**src/rtl/pzbcm_stream_demux_pkg.sv**
```systemverilog
// Shared types and select helpers for pzbcm_stream_demux and related muxing blocks.
package pzbcm_stream_demux_pkg;

  typedef enum logic [1:0] {
    IDLE    = 2'd0,
    ROUTE   = 2'd1,
    DISCARD = 2'd2
  } pzbcm_stream_demux_state_e;

  // Selects are zero-extended to this width before legality check / decode.
  localparam int unsigned MAX_SELECT_WIDTH = 32;

  function automatic int unsigned calc_select_width(int unsigned entries, bit one_hot);
    return one_hot ? entries : int'($clog2(entries));
  endfunction

  // One-hot: exactly one bit set. Binary: value below the entry count.
  function automatic logic is_select_legal(logic [MAX_SELECT_WIDTH-1:0] sel,
                                           int unsigned entries, bit one_hot);
    int unsigned ones;
    ones = 0;
    if (one_hot) begin
      for (int unsigned i = 0; i < MAX_SELECT_WIDTH; i++) begin
        if (sel[i]) ones++;
      end
      return ones == 1;
    end
    return sel < entries;
  endfunction

  // Index of the selected entry; only meaningful when the select is legal.
  function automatic int unsigned decode_select(logic [MAX_SELECT_WIDTH-1:0] sel, bit one_hot);
    int unsigned index;
    index = 0;
    if (!one_hot) return sel;
    for (int unsigned i = 0; i < MAX_SELECT_WIDTH; i++) begin
      if (sel[i]) index = i;
    end
    return index;
  endfunction

endpackage

```
**src/rtl/pzbcm_stream_demux_decoder.sv**
```systemverilog
// Combinational select decoder: select -> {legal, index}.
module pzbcm_stream_demux_decoder
  import pzbcm_stream_demux_pkg::*;
#(
  parameter int unsigned ENTRIES      = 2,
  parameter bit          ONE_HOT      = 1'b1,
  parameter int unsigned SELECT_WIDTH = calc_select_width(ENTRIES, ONE_HOT),
  parameter int unsigned INDEX_WIDTH  = $clog2(ENTRIES)
)(
  input  logic [SELECT_WIDTH-1:0] i_select,
  output logic                    o_legal,
  output logic [INDEX_WIDTH-1:0]  o_index
);

  logic [MAX_SELECT_WIDTH-1:0] w_select;

  // Widen the select and evaluate the shared package helpers.
  always_comb begin
    w_select = MAX_SELECT_WIDTH'(i_select);
    o_legal  = is_select_legal(w_select, ENTRIES, ONE_HOT);
    o_index  = INDEX_WIDTH'(decode_select(w_select, ONE_HOT));
  end

endmodule

```
**src/rtl/pzbcm_stream_demux.sv**
```systemverilog
// Packet-level valid/ready stream demultiplexer with one registered stage.
// Optional drop counter: define PZBCM_STREAM_DEMUX_DROP_COUNTER_EN.
module pzbcm_stream_demux
  import pzbcm_stream_demux_pkg::*;
#(
  parameter int unsigned WIDTH   = 8,
  parameter type         TYPE    = logic [WIDTH-1:0],
  parameter int unsigned ENTRIES = 2,
  parameter bit          ONE_HOT = 1'b1,
  localparam int unsigned SELECT_WIDTH = calc_select_width(ENTRIES, ONE_HOT)
)(
  input  logic                    i_clk,
  input  logic                    i_rst,
  input  logic                    i_valid,
  output logic                    o_ready,
  input  logic [SELECT_WIDTH-1:0] i_select,
  input  logic                    i_last,
  input  TYPE                     i_data,
  output logic [ENTRIES-1:0]      o_valid,
  input  logic [ENTRIES-1:0]      i_ready,
  output logic [ENTRIES-1:0]      o_last,
  output TYPE                     o_data [ENTRIES],
  output logic                    o_drop
`ifdef PZBCM_STREAM_DEMUX_DROP_COUNTER_EN
  ,
  input  logic                    i_drop_count_clear,
  output logic [15:0]             o_drop_count
`endif
);

  localparam int unsigned INDEX_WIDTH = $clog2(ENTRIES);

  pzbcm_stream_demux_state_e r_state;
  logic [INDEX_WIDTH-1:0]    r_route_dest;
  logic                      r_drop;
  logic                      r_valid;
  logic                      r_last;
  logic [INDEX_WIDTH-1:0]    r_dest;
  TYPE                       r_data;

  logic                      w_legal;
  logic [INDEX_WIDTH-1:0]    w_index;
  logic                      w_fire;
  logic                      w_accept;
  logic                      w_load;
  logic                      w_drop_end;
  logic [INDEX_WIDTH-1:0]    w_load_dest;

  pzbcm_stream_demux_decoder #(
    .ENTRIES      (ENTRIES),
    .ONE_HOT      (ONE_HOT),
    .SELECT_WIDTH (SELECT_WIDTH),
    .INDEX_WIDTH  (INDEX_WIDTH)
  ) u_decoder (
    .i_select (i_select),
    .o_legal  (w_legal),
    .o_index  (w_index)
  );

  // Handshake, stage-load and drop-end decisions for the current cycle.
  always_comb begin
    w_fire      = r_valid && i_ready[r_dest];
    o_ready     = (r_state == DISCARD) || !r_valid || i_ready[r_dest];
    w_accept    = i_valid && o_ready;
    w_load      = 1'b0;
    w_load_dest = r_route_dest;
    w_drop_end  = 1'b0;
    case (r_state)
      IDLE: begin
        w_load      = w_accept && w_legal;
        w_load_dest = w_index;
        w_drop_end  = w_accept && !w_legal && i_last;
      end
      ROUTE:   w_load     = w_accept;
      DISCARD: w_drop_end = w_accept && i_last;
      default: ;
    endcase
  end

  // Packet FSM: locks the destination for the body of a packet.
  always_ff @(posedge i_clk) begin
    if (i_rst) begin
      r_state      <= IDLE;
      r_route_dest <= '0;
      r_drop       <= 1'b0;
    end else begin
      r_drop <= w_drop_end;
      case (r_state)
        IDLE: begin
          if (w_accept && !i_last) begin
            if (w_legal) begin
              r_state      <= ROUTE;
              r_route_dest <= w_index;
            end else begin
              r_state <= DISCARD;
            end
          end
        end
        ROUTE, DISCARD: begin
          if (w_accept && i_last) r_state <= IDLE;
        end
        default: r_state <= IDLE;
      endcase
    end
  end

  // Output stage: a load takes priority so fire+accept reloads without a bubble.
  always_ff @(posedge i_clk) begin
    if (i_rst) begin
      r_valid <= 1'b0;
      r_dest  <= '0;
      r_last  <= 1'b0;
      r_data  <= '0;
    end else if (w_load) begin
      r_valid <= 1'b1;
      r_dest  <= w_load_dest;
      r_last  <= i_last;
      r_data  <= i_data;
    end else if (w_fire) begin
      r_valid <= 1'b0;
    end
  end

  // Fan the stage out to every destination; only valid/last are steered.
  always_comb begin
    for (int unsigned k = 0; k < ENTRIES; k++) begin
      o_valid[k] = r_valid && (r_dest == INDEX_WIDTH'(k));
      o_last[k]  = r_valid && r_last && (r_dest == INDEX_WIDTH'(k));
      o_data[k]  = r_data;
    end
  end

  assign o_drop = r_drop;

`ifdef PZBCM_STREAM_DEMUX_DROP_COUNTER_EN
  logic [15:0] r_drop_count;

  // Saturating dropped-packet counter; clear beats a coincident increment.
  always_ff @(posedge i_clk) begin
    if (i_rst || i_drop_count_clear) begin
      r_drop_count <= '0;
    end else if (r_drop && (r_drop_count != '1)) begin
      r_drop_count <= r_drop_count + 16'd1;
    end
  end

  assign o_drop_count = r_drop_count;
`endif

endmodule
```
**config.mk**
```make
export PLATFORM = sky130hd
export DESIGN_NAME = pzbcm_stream_demux
export DESIGN_NICKNAME = d
export VERILOG_FILES = /design/src/rtl/pzbcm_stream_demux_pkg.sv /design/src/rtl/pzbcm_stream_demux_decoder.sv /design/src/rtl/pzbcm_stream_demux.sv
export SDC_FILE = /design/constraint.sdc
export NUM_CORES = 1
export LEC_CHECK = 0
export ABC_AREA = 1
export CAP_MARGIN = 10
export CORE_ASPECT_RATIO = 0.75
export CORE_MARGIN = 4
export CORE_UTILIZATION = 39
export DETAILED_ROUTE_END_ITERATION = 10
export GPL_TIMING_DRIVEN = 1
export PLACE_DENSITY = 0.85
export SKIP_LAST_GASP = 1
export SLEW_MARGIN = 20
export SYNTH_ARGS = -nofsm -noshare
export SYNTH_HDL_FRONTEND = slang
export SYNTH_SLANG_ARGS = --single-unit
```
**constraint.sdc**
```tcl
create_clock -name i_clk -period 1.5 [get_ports i_clk]
set_clock_uncertainty 0.1 [all_clocks]
set_input_delay 0.375 -clock i_clk [delete_from_list [all_inputs] [get_ports i_clk]]
set_output_delay 0.375 -clock i_clk [all_outputs]
set_load 0.05 [all_outputs]
```
==> impl_metrics.tcl, run 1 <==
set metrics [dict create \
    worstReg2RegEnd "r_data[1]$_SDFFE_PP0P_" \
    rr_startpoint "r_state[0]$_SDFFE_PP0P_" \
    worstHoldPathType "reg2reg" \
    worstPathRequired_ns 1.02 \
    cts_buffers 3 \
    critPathMaxFanout 2 \
    clockRootBuffer "clkbuf_4" \
    slew_headroom_pct 75.5 \
    seq_power_share_pct 28.4 \
    vias 966 \
    final_cells 178 \
    drtAntennaViolNets 0 \
    cp_num_buf_inv 2 \
    drtPass1Iterations 4 \
    finalHoldViolCount 0 \
    min_path_cells 2 \
    dp.cells 160 \
    critical_path_depth 5 \
    critPathMaxStageDelay_ns 0.36 \
    p_clk_share_pct 12.8 \
    powerDensity_nw_per_um2 1180 \
    ctsHtreeMaxLevel 1 \
    grt_pass1_wl_um 4630 \
    pwr-share-comb_pct 58.8 \
    hold_slack_ns 0.414 \
    synth.distinct_cells 20 \
    layout_setup_ws_ns -0.184 \
    cts_buffer_depth 2 \
    synth_area_um2 790 \
    status "complete, but fails checks" \
    grt_pass1_vias 1019 \
    async_flop_share_pct 0 \
    fillers 61 \
    peakVddDrop_uv 1050 \
    grt_usage_pct 23.1 \
    rsz0062_at_grt "true" \
    regArea_um2 312 \
    synth-seq-area-share_pct 38.0 \
    ys.flop_type "dfxtp_1" \
    core_area_um2 1820 \
    power.switching_w 0.000894 \
    layout-drive-gt1-share_pct 54.2 \
    wire_per_inst_um 19.5 \
    dieArea_um2 2820 \
    drt_wl_total_um 3470 \
    die_y_um 47.0 \
    synth-edff-count 0 \
    crit_chain "inv_2 -> ha_4 -> nor2_4 -> nand3_4 -> buf_12" \
    postLayoutCoreUtil_pct 92.4 \
    port_buffers 37 \
    ios 38 \
    syn_nets 124 \
    power.leakage_nw 0.710 \
    setup.worst_path.end_class "primary output" \
    multi_input_area_um2 552 \
    cp_data_arrival_time_ns 1.21 \
    period_minus_slack_ns 1.68 \
    synth_seq_cells 15 \
    max_freq_mhz 594 \
    num-nets-final 175 \
    fin_setup_tns_ns -1.29 \
    ff2ff_path_depth 9 \
    ff2ff_setup_slack_ns -0.11 \
    netlist_instances 105 \
    rows 13 \
    antenna_found_initial 0 \
    violations "negative setup slack" \
    sw_frac_of_total_pct 44.9 \
    start_util_pct 43.3 \
    hp-start "r_last$_SDFFE_PP0P_" \
    grt_start_max_net_pins 12 \
    via_per_inst 5.43 \
    start_kind "register" \
    cts_tree "done" \
    slowest_stage "dfxtp_2" \
    clk-insertion-delay-late_ns 0.30 \
    die_x_um 60.0 \
    cts.sinks 15 \
    yosysWarnings 0 \
    internal_power_w 0.00110 \
    drcViolationCount 0 \
    place_congestion 0.795 \
    critPathKind "reg2out" \
    grt-ovfl-total 0 \
    fin_crit_sh_pct 112 \
    first_iter_violations 43 \
    synth.avg_cell_area_um2 7.52 \
    area_delta_synth_final_pct 113 \
    cp_top_family "flip-flops" \
    min_to "r_last$_SDFFE_PP0P_" \
    path_clk_slew_ns 0.10 \
    dp_hpwl_um 1900 \
    slew_violations 0 \
    maxCapViolCount 0 \
    finalSetupViolCount 16 \
    tightest_slew_ns 0.367 \
]
## layout by cell type, fill, tap and decap left out, drive strengths merged
cell type,instances
clkinvlp,1
nor2,24
dfxtp,15
diode,1
clkbuf,3
o21ai,10
buf,39
ha,3
mux2,1
dlygate4sd2,5
a21oi,6
nor3,2
nand2,18
xor2,1
nand3,6
inv,11
clkdlybuf4s50,10
## sequential cells by signal (all words and copies together), names as in the netlist
signal        count
r_data            8
r_state           2
r_route_dest      1
o_drop            1
r_last            1
r_dest            1
r_valid           1
## area by class of cell
cell class / count / share of cell area [%]
Antenna cell: 1 / 0.149
Clock buffer: 3 / 1.34
Clock inverter: 1 / 0.446
Inverter: 11 / 2.90
Multi-Input combinational cell: 71 / 32.8
Sequential cell: 15 / 18.5
Tap cell: 22 / 1.63
Timing Repair Buffer: 54 / 42.3
## worst reg2reg max path, cell delays in order (launching register included)
cell,delay [ns]
dfxtp_2,0.36
inv_2,0.05
ha_4,0.16
nor2_4,0.10
nand3_4,0.09
buf_4,0.19
nand2_4,0.10
a21oi_4,0.06
o21ai_0,0.24
nor2_1,0.08
## kinds of logic after synthesis
family	share of synthesized area, %
fa+ha+maj	4.75
simple gates	28.5
buf+inv	14.7
xor+xnor	1.11
compound gates	11.4
flops	38.0
mux	1.43
## synthesized netlist by cell type, types with 2 or more instances
library cell	instances	share of area (%)
ha_1	3	4.8
buf_4	8	7.6
dfxtp_1	15	38
nand3_1	3	1.9
a21oi_1	3	1.9
inv_1	11	5.2
nand2_2	5	4.0
nand2_1	13	6.2
nor2_1	23	11
o21ai_0	10	6.3
nor3_1	2	1.3
## stage by stage
stage / setup WS [ns] / power (W) / cell area, µm²
CTS: -0.162 / 0.00186 / 1630
finish: -0.184 / 0.00199 / 1680
detailed placement: -0.439 / 0.00149 / 1400
global route: -0.238 / 0.00207 / 1680
global placement: -0.387 / 0.00146 / 1400
floorplan: -0.0136 / 0.00107 / 815
## what timing repair did
item                                    in CTS  in global routing
hold buffers                                 0                  0
buffers inserted                            10                  2
resized for setup                           37                 16
endpoints found under the setup margin      18                 19
pin swaps                                   15                  5
endpoints found under the hold margin        0                  0
gates cloned                                 2                  0
## power by group through the flow
stage / Clock (W) / Combinational (W) / Sequential, W
final: 0.000255 / 0.00117 / 0.000565
after global routing: 0.000282 / 0.00122 / 0.000571
after CTS: 0.000254 / 0.00106 / 0.000553
after detailed placement: 0 / 0.000941 / 0.000547
after global placement: 0 / 0.000915 / 0.000544
after floorplan: 0 / 0.000437 / 0.000629
## how the worst max path moves through the flow
stage | from | to | slack, ns
3_3_place_gp | i_select[1] | r_data[2]$_SDFFE_PP0P_ | -0.39
5_1_grt | r_state[0]$_SDFFE_PP0P_ | o_ready | -0.24
4_1_cts | r_state[0]$_SDFFE_PP0P_ | o_ready | -0.16
3_5_place_dp | i_select[1] | r_data[1]$_SDFFE_PP0P_ | -0.44
6_report | r_state[0]$_SDFFE_PP0P_ | o_ready | -0.18
2_1_floorplan | r_state[0]$_SDFFE_PP0P_ | r_state[1]$_SDFFE_PP0P_ | -0.01
## per-layer routing
metal / vias to the layer above / share of wire [%] / global-route usage, %
met2: 62 / 49 / 42.2
li1: 430 / - / -
met4: 0 / 4.5 / 11.5
met5: - / 0 / 0
met3: 18 / 8.9 / 7.42
met1: 456 / 38 / 24.4
(Power assumes the default switching activity.)
==> inputs of run 2 (changes only) <==
--- a/config.mk
+++ b/config.mk
@@ -5,14 +5,13 @@
 export SDC_FILE = /design/constraint.sdc
 export NUM_CORES = 1
 export LEC_CHECK = 0
-export ABC_AREA = 1
 export CAP_MARGIN = 10
 export CORE_ASPECT_RATIO = 0.75
 export CORE_MARGIN = 4
-export CORE_UTILIZATION = 39
+export CORE_UTILIZATION = 40
 export DETAILED_ROUTE_END_ITERATION = 10
 export GPL_TIMING_DRIVEN = 1
-export PLACE_DENSITY = 0.85
+export PLACE_DENSITY = 0.86
 export SKIP_LAST_GASP = 1
 export SLEW_MARGIN = 20
 export SYNTH_ARGS = -nofsm -noshare
==> run 2 against run 1 <==
The flow still finishes with violations (negative setup slack). Non-clock buffer count rose by 16. Sequential cell count did not move. Clock-buffer cell count is 1 higher. Power fell by 22%. Utilization increased by 3.1 points. Critical path depth unchanged. Maximum frequency decreased by 16%. First-iteration DRC count is 23% lower. Via count increased by 6.4%. Final area is 13% higher. Sequential power shrank 15%. Critical endpoint unchanged. Highest routed layer unchanged.
==> impl_metrics.tcl, run 2 <==
set metrics [dict create \
    core_area_um2 2000 \
    place_congestion 0.873 \
    die_x_um 60.8 \
    synth_seq_cells 15 \
    final_common_cell "buf_12" \
    ys_top_cells_by_count "dfxtp_1 (15), a21oi_1 (14), o21ai_0 (10)" \
    setup.worst_path.end_class "primary output" \
    cp_top_family "simple AND/OR/NAND/NOR gates" \
    layout_common_cells "buf_12 (22), buf_4 (21), clkdlybuf4s50_1 (13)" \
    critPathKind "reg2out" \
    drtAntennaViolNets 0 \
    slew_headroom_pct 52.8 \
    internal_power_w 0.000948 \
    period_minus_slack_ns 2.00 \
    start_util_pct 41.9 \
    grt-ovfl-total 0 \
    synth_top_area_cell "dfxtp_1" \
    async_flop_share_pct 0 \
    n_antenna_cell 0 \
    vias 1028 \
    cp_data_arrival_time_ns 1.53 \
    place_ws_ns -0.552 \
    clockRootBuffer "clkbuf_4" \
    slew_violations 0 \
    status "complete, but fails checks" \
    worstReg2RegEnd "r_data[6]$_SDFFE_PP0P_" \
    ff2ff_setup_slack_ns -0.41 \
    syn_nets 113 \
    drt_wl_total_um 3820 \
    grt_pass1_wl_um 5370 \
    critPathMaxFanout 2 \
    antenna_found_initial 0 \
    wire_per_inst_um 21.1 \
    cts_buffers 3 \
    via_per_inst 5.68 \
    min_to "r_route_dest$_SDFFE_PP0P_" \
    min_path_cells 2 \
    netlist_instances 94 \
    grt_usage_pct 26.0 \
    first_iter_violations 33 \
    dp_hpwl_um 2330 \
    pwr-share-comb_pct 52.8 \
    num-nets-final 177 \
    worstHoldPathType "reg2reg" \
    die_y_um 47.6 \
    drcViolationCount 0 \
    violations "negative setup slack" \
    synth-edff-count 0 \
    critPathMaxStageDelay_ns 0.35 \
    cts.sinks 15 \
    yosysTopAreaCellShare_pct 35.9 \
    dieArea_um2 2890 \
    port_buffers 37 \
    ios 38 \
    largest_reg_flops 8 \
    path_clk_slew_ns 0.09 \
    ys.flop_type "dfxtp_1" \
    synth.distinct_cells 35 \
    area_delta_synth_final_pct 128 \
    max_freq_mhz 500 \
    grt_pass1_vias 1036 \
    top_regs "r_data (8), r_state (2)" \
    drtPass1Iterations 4 \
    fillers 48 \
    worstPathRequired_ns 1.02 \
    seq_power_share_pct 30.9 \
    clk-insertion-delay-late_ns 0.30 \
    grt_start_max_net_pins 10 \
    cp_num_buf_inv 2 \
    finalSetupViolCount 20 \
    powerDensity_nw_per_um2 812 \
    synth_area_leaders "dfxtp_1 (36%), a21oi_1 (8.4%), buf_4 (8.1%)" \
    p_clk_share_pct 16.3 \
    start_kind "register" \
    power.switching_w 0.000601 \
    crit_chain "inv_2 -> ha_4 -> or2b_4 -> or2_4 -> buf_8" \
    peakVddDrop_uv 685 \
    hp-start "r_route_dest$_SDFFE_PP0P_" \
    cts_tree "done" \
    slowest_stage "dfxtp_2" \
    final_cells 181 \
    power.leakage_nw 0.747 \
    fin_crit_sh_pct 133 \
    yosysWarnings 0 \
    rr_startpoint "r_state[0]$_SDFFE_PP0P_" \
    synth-seq-area-share_pct 35.9 \
    dp.cells 166 \
    rows 14 \
    layout-drive-gt1-share_pct 66.9 \
    synth.avg_cell_area_um2 8.89 \
    synth_area_um2 836 \
    synth_most_common_cell "dfxtp_1" \
    rsz0062_at_grt "true" \
    ctsHtreeMaxLevel 1 \
    tightest_slew_ns 0.709 \
    sw_frac_of_total_pct 38.8 \
    finalHoldViolCount 0 \
    fin_setup_tns_ns -6.15 \
    cts_buffer_depth 2 \
    largest_register "r_data" \
    layout_setup_ws_ns -0.501 \
    maxCapViolCount 0 \
    cts_hold_buffers 0 \
    ff2ff_path_depth 9 \
]
==> run 2: changes by cell type after synthesis, sizes merged, moves of 2 or more <==
cell / delta
and2b: +2
inv: -8
nand3: +4
nor2: -23
a21oi: +9
or2b: +3
and2: +2
nand2: -17
o21ai: +2
o32ai: +2
==> run 2: per-layer routing <==
layer	vias to the layer above	part of all wire, %	GRT usage (%)
met2	52	51	50.3
met3	14	6.6	6.74
met5	-	0	0
li1	454	-	-
met1	508	38	26.2
met4	0	4.0	13.4
==> run 2: worst max path at each step <==
stage | start | end | slack (ns) | cells past startpoint
2_1_floorplan | r_state[0]$_SDFFE_PP0P_ | o_ready | -0.08 | 4
3_3_place_gp | i_ready[0] | o_ready | -0.47 | 4
3_5_place_dp | i_select[1] | r_data[6]$_SDFFE_PP0P_ | -0.55 | 5
4_1_cts | r_state[0]$_SDFFE_PP0P_ | o_ready | -0.46 | 5
5_1_grt | r_state[0]$_SDFFE_PP0P_ | o_ready | -0.55 | 5
6_report | r_state[0]$_SDFFE_PP0P_ | o_ready | -0.50 | 5
==> run 2: kinds of logic after synthesis <==
| logic type | Yosys count | share of synthesized area, % |
|---|---|---|
| AOI/OAI and AO/OA | 33 | 25.0 |
| buffers and inverters | 14 | 10.5 |
| xor gates and xnor gates | 2 | 2.10 |
| DFF | 15 | 35.9 |
| muxes | 2 | 2.99 |
| and+or+nand+nor | 25 | 19.0 |
| adders and majority gates | 3 | 4.49 |
==> run 2: what timing repair did <==
action / 4_1_cts / 5_1_grt
resized for setup: 51 / 15
buffers inserted: 7 / 6
pin swaps: 22 / 10
endpoints found under the setup margin: 19 / 20
==> run 2: area by class of cell <==
| cell class | instances | area (µm²) | share of cell area [%] |
|---|---|---|---|
| Clock buffer | 4 | 26.3 | 1.38 |
| Inverter | 3 | 13.8 | 0.721 |
| Multi-Input combinational cell | 65 | 649 | 34.0 |
| Sequential cell | 15 | 304 | 15.9 |
| Tap cell | 24 | 30.0 | 1.57 |
| Timing Repair Buffer | 70 | 885 | 46.4 |
==> run 2: metrics by stage <==
step	hold WS (ns)	instance area [µm²]	power (W)	utilization [%]
global route	0.458	1910	0.00161	95.6
CTS	0.397	1810	0.00145	90.4
global placement	0.377	1570	0.00107	78.5
finish	0.430	1910	0.00155	95.6
detailed placement	0.381	1570	0.00110	78.5
floorplan	0.343	858	0.000777	-
==> run 2: power by group through the flow <==
| stage | clock network [W] | logic (W) | registers, W |
|---|---|---|---|
| after floorplan | 0 | 0.000259 | 0.000518 |
| after global placement | 0 | 0.000591 | 0.000477 |
| after detailed placement | 0 | 0.000616 | 0.000481 |
| after CTS | 0.000243 | 0.000734 | 0.000476 |
| after global routing | 0.000276 | 0.000852 | 0.000482 |
| final | 0.000252 | 0.000818 | 0.000479 |
==> run 2: worst reg2reg max path: cells and delay by family (launching register included) <==
kind,cells,cell delay (ns)
compound gates,3,0.47
fa+ha+maj,1,0.17
buf+inv,4,0.49
flops,1,0.35
simple gates,1,0.25
